[src/rtl/stream_framer.sv]
// Cuts a continuous valid/ready I/Q stream into packets of exactly Length samples,
// marking SoP/EoP; framing starts and stops on operator command at packet boundaries.
module stream_framer #(
  parameter int Width   = 16,
  parameter int Length  = 1024,
  parameter int Complex = 1
) (
  input  logic             ipClk,
  input  logic             ipReset,
  input  logic             ipEnable,
  input  logic [Width-1:0] ipInput_I,
  input  logic [Width-1:0] ipInput_Q,
  input  logic             ipInput_Valid,
  output logic             opInput_Ready,
  output logic             opOutput_SoP,
  output logic             opOutput_EoP,
  output logic [Width-1:0] opOutput_I,
  output logic [Width-1:0] opOutput_Q,
  output logic             opOutput_Valid,
  input  logic             ipOutput_Ready,
  output logic [15:0]      opFrameCount,
  output logic             opBusy
);

  localparam int CountWidth = (Length > 1) ? $clog2(Length) : 1;
  localparam logic [CountWidth-1:0] LastCount = CountWidth'(Length - 1);

  typedef enum logic {
    StateIdle,
    StateFraming
  } stateT;

  stateT                 state;
  logic [CountWidth-1:0] sampleCount;

  logic             accept;
  logic             forward;
  logic             outFree;
  logic             inSoP;
  logic             inEoP;
  logic [Width-1:0] sampleQ;

  logic             skidValid;
  logic             skidSoP;
  logic             skidEoP;
  logic [Width-1:0] skidI;
  logic [Width-1:0] skidQ;

  // With Complex=0 the Q registers only ever see zero and collapse away.
  assign sampleQ = (Complex != 0) ? ipInput_Q : '0;

  always_comb begin
    accept  = ipInput_Valid & opInput_Ready;
    forward = accept & (state == StateFraming);
    outFree = ~opOutput_Valid | ipOutput_Ready;
    inSoP   = (sampleCount == '0);
    inEoP   = (sampleCount == LastCount);
  end

  assign opBusy = (state == StateFraming);

  // Framing control: a packet is never truncated, the stop request is only honoured at EoP.
  always_ff @(posedge ipClk or negedge ipReset) begin
    if (!ipReset) begin
      state        <= StateIdle;
      sampleCount  <= '0;
      opFrameCount <= '0;
    end else begin
      case (state)
        StateIdle: begin
          if (ipEnable) begin
            state       <= StateFraming;
            sampleCount <= '0;
          end
        end
        StateFraming: begin
          if (accept) begin
            if (inEoP) begin
              sampleCount  <= '0;
              opFrameCount <= opFrameCount + 16'd1;
              if (!ipEnable) state <= StateIdle;
            end else begin
              sampleCount <= sampleCount + CountWidth'(1);
            end
          end
        end
        default: state <= StateIdle;
      endcase
    end
  end

  // Output register plus one skid slot; Ready is the registered "skid empty" flag,
  // so an accept can never arrive while the skid is still occupied.
  always_ff @(posedge ipClk or negedge ipReset) begin
    if (!ipReset) begin
      opOutput_Valid <= 1'b0;
      opOutput_SoP   <= 1'b0;
      opOutput_EoP   <= 1'b0;
      opOutput_I     <= '0;
      opOutput_Q     <= '0;
      skidValid      <= 1'b0;
      skidSoP        <= 1'b0;
      skidEoP        <= 1'b0;
      skidI          <= '0;
      skidQ          <= '0;
      opInput_Ready  <= 1'b0;
    end else begin
      if (outFree) begin
        if (skidValid) begin
          opOutput_Valid <= 1'b1;
          opOutput_SoP   <= skidSoP;
          opOutput_EoP   <= skidEoP;
          opOutput_I     <= skidI;
          opOutput_Q     <= skidQ;
          skidValid      <= 1'b0;
        end else if (forward) begin
          opOutput_Valid <= 1'b1;
          opOutput_SoP   <= inSoP;
          opOutput_EoP   <= inEoP;
          opOutput_I     <= ipInput_I;
          opOutput_Q     <= sampleQ;
        end else begin
          opOutput_Valid <= 1'b0;
        end
        opInput_Ready <= 1'b1;
      end else begin
        if (forward) begin
          skidValid <= 1'b1;
          skidSoP   <= inSoP;
          skidEoP   <= inEoP;
          skidI     <= ipInput_I;
          skidQ     <= sampleQ;
        end
        opInput_Ready <= ~(skidValid | forward);
      end
    end
  end

endmodule

[config.mk]
export PLATFORM = sky130hd
export DESIGN_NAME = stream_framer
export DESIGN_NICKNAME = d
export VERILOG_FILES = /design/src/rtl/stream_framer.sv
export SDC_FILE = /design/constraint.sdc
export NUM_CORES = 1
export LEC_CHECK = 0
export CORE_AREA = 2 2 135 137
export CTS_CLUSTER_DIAMETER = 150
export CTS_CLUSTER_SIZE = 40
export DETAILED_ROUTE_END_ITERATION = 16
export DIE_AREA = 0 0 137 139
export PLACE_DENSITY_LB_ADDON = 0.08
export SLEW_MARGIN = 20
export SYNTH_ARGS = -nofsm -noshare
export SYNTH_HDL_FRONTEND = slang
export SYNTH_SLANG_ARGS = --single-unit
[constraint.sdc]
create_clock -name ipClk -period 1.6 [get_ports ipClk]
set_input_delay 0.32 -clock ipClk [delete_from_list [all_inputs] [get_ports ipClk]]
set_output_delay 0.32 -clock ipClk [all_outputs]
set_load 0.005 [all_outputs]
==> impl_metrics.toml <==
[status]
status = "finished, final reports clean"

[floorplan]
num_rows = 49
ios = 90
floorplan.initialDensity_pct = 24.53
die_w_um = 137
die_area_sq_um = 19040
coreArea_sq_um = 17660
die_height_um = 139

[critical_path]
cp_num_cells = 1
cp.arrival_ps = 1240
end_kind = "output port"
startpoint_type = "flop"
endpoint = "opFrameCount[14]"
crit_family = "buffers and inverters"
crit_buf_inv = 1
reg2regPathDepth = 5
critPathRequiredTime_ps = 1280
critical-path-slowest-cell = "clkdlybuf4s50_1"
path_class = "reg -> out"
r2r_start = "opInput_Ready"
path_cells = "clkdlybuf4s50_1"
crit_fanout = 3
crit_start = "opFrameCount[14]"
r2r_setup_slack_ps = 60
slowest_delay_ps = 520
r2r-end = "opFrameCount[1]"

[drt]
via_per_inst = 4.318
routed_wl_um = 10940
routedWlPerCell_um = 14.81
drc = 0
drtIter0Drc = 185
dr.pass1.iters = 4
detail-route-antenna-nets = 0
vias = 3191

[pwr]
power_per_cell_area_nw_per_um2 = 1139
leakagePower_nw = 2.769
ir_drop_mv = 0.5859

[global_routing]
grt_first_pass_wirelength_um = 17330
overflow = 0
grt_antenna_before_repair = 0
grt.total_usage_pct = 11.78
grt_max_degree = 99
grt_pass1_vias = 3241

[timing]
fmax_ghz = 0.6426
finalSetupTns_ps = 0
max_slew_margin_pct = 63.13
setup_violations = 0
worst_pin_slew_ps = 553.1
fin_ws_ps = 43.78
rsz0062_at_grt = "yes"
layout_min_cycle_time_ps = 1556
maxSlewViolCount = 0
clock_skew_ps = 10.14
period_share_pct = 97.26
hold_viol_final = 0

[logic_synthesis]
syn-num-nets = 400
synth_area_sq_um = 4332
synth_edf_count = 0
ys_seq_area_share_pct = 56.61
async_flop_share_pct = 100.0
syn-instance-count = 360
postSynth.topFlopCell = "dfrtp_1"
ys_ff_latch = 98
ys_types = 41
syn_area_per_cell_sq_um = 12.03
yosys_warnings = 0

[final_layout]
area_growth_pct = 46.74
drive_gt1_share_pct = 24.51
num_antenna_cells = 0
seq_area_sq_um = 2454
fin_nets = 545
multiInputGateArea_sq_um = 1812
fillers = 1763
fin_area_sq_um = 6356
most-common-layout-cells = "97 x dfrtp_1, 81 x clkdlybuf4s50_1, 50 x nand2_1"
mostFrequentLayoutCell = "dfrtp_1"

[placement]
placed_cell_area_sq_um = 5796
dp_hpwl_um = 7176
gp_congestion = 0.7492
io_buffers = 89
pre_cts_slack_ps = -304.9

[cts]
cts_max_path_buffers = 2
h-tree-depth = 3
clock_latency_ps = 350
clock-sinks = 98
path_clk_slew_ps = 70
cts_made_buffers = 9
root_buffer = "clkbuf_16"
cts_tree = "done"

[run]
cap_viol_max_count = 0

[worst_hold_path]
hp-class = "in -> async"
[cell usage after synthesis, types with 2 or more instances]
cell type / number / share of area (%)
dfrtp_1: 98 / 57
nand2_1: 50 / 4.3
o21ai_0: 42 / 4.9
mux2i_1: 35 / 8.1
mux2_2: 33 / 8.6
xnor2_1: 14 / 2.8
nand3_1: 11 / 1.3
buf_2: 9 / 1.0
nand4_1: 8 / 1.2
a21oi_1: 6 / 0.69
inv_1: 5 / 0.43
nor2_1: 5 / 0.43
and3_1: 4 / 0.58
buf_6: 3 / 0.78
ha_1: 3 / 0.87
nand2b_1: 3 / 0.43
clkbuf_1: 2 / 0.17
mux2_1: 2 / 0.52
nor4_4: 2 / 0.98
o311ai_0: 2 / 0.40
o31ai_1: 2 / 0.35
or3_1: 2 / 0.29
[metal layers]
layer | up-vias | routed length, um | global-route usage [%]
met3 | 9 | 427 | 2.156
li1 | 1574 | - | -
met1 | 1547 | 5124 | 15.53
met2 | 61 | 5213 | 18.75
met5 | - | 0 | 0
met4 | 0 | 176 | 5.209
[registers in the layout, indices dropped and copies added (netlist names), 10 cells and up]
register      count
opFrameCount     16
opOutput_I       16
skidQ            16
opOutput_Q       16
sampleCount      10
skidI            16
[stage by stage]
step                      power [mW]  instances  utilization (%)  hold slack, ps
after floorplan                4.101        360                -           24.41
after global placement         5.141        699            32.82           441.9
after detailed placement       5.183        699            32.82           442.1
after CTS                      7.306        729            34.98           62.31
after global routing           7.729        739            36.00           90.17
final                          7.240        739            36.00           33.77
[power by group]
| part | total, mW | switching [mW] | internal (mW) |
|---|---|---|---|
| Combinational | 1.86 | 0.721 | 1.14 |
| Sequential | 3.31 | 0.302 | 3.01 |
| Clock | 2.06 | 0.962 | 1.10 |
[worst min path at each step]
stage / end / slack (ps) / cells past startpoint
after floorplan: opBusy / 20 / 0
after global placement: opOutput_I[1] / 440 / 2
after detailed placement: skidI[2] / 440 / 2
after CTS: opOutput_Q[10] / 60 / 2
after global routing: skidI[2] / 90 / 2
final: opOutput_Q[10] / 30 / 2
[logic make-up (layout without fill, tap and decap cells)]
family | count (synthesis) | count (layout) | share of synthesized area [%]
compound gates | 56 | 56 | 7.019
mux | 70 | 70 | 17.19
buf+inv | 20 | 170 | 2.600
simple gates | 98 | 98 | 12.68
xor+xnor | 15 | 15 | 3.033
fa+ha+maj | 3 | 3 | 0.8666
flops | 98 | 98 | 56.61
[what timing repair did]
| item | 4_1_cts | 5_1_grt |
|---|---|---|
| gates resized for setup | 6 | 16 |
| endpoints found under the setup margin | 20 | 39 |
| hold buffers | 0 | 0 |
| gates cloned | 0 | 2 |
| setup buffers | 14 | 8 |
| pin swaps | 1 | 7 |
[final cells by class]
| cell class | instances | area share (%) |
|---|---|---|
| clock buffers | 12 | 3.878 |
| clock inverters | 4 | 0.4331 |
| inverters | 5 | 0.2953 |
| multi-input cells | 242 | 28.50 |
| flip-flops and latches | 98 | 38.60 |
| well taps | 229 | 4.508 |
| repair buffers | 149 | 23.78 |
Note: power is estimated with default switching activity, not from simulation.
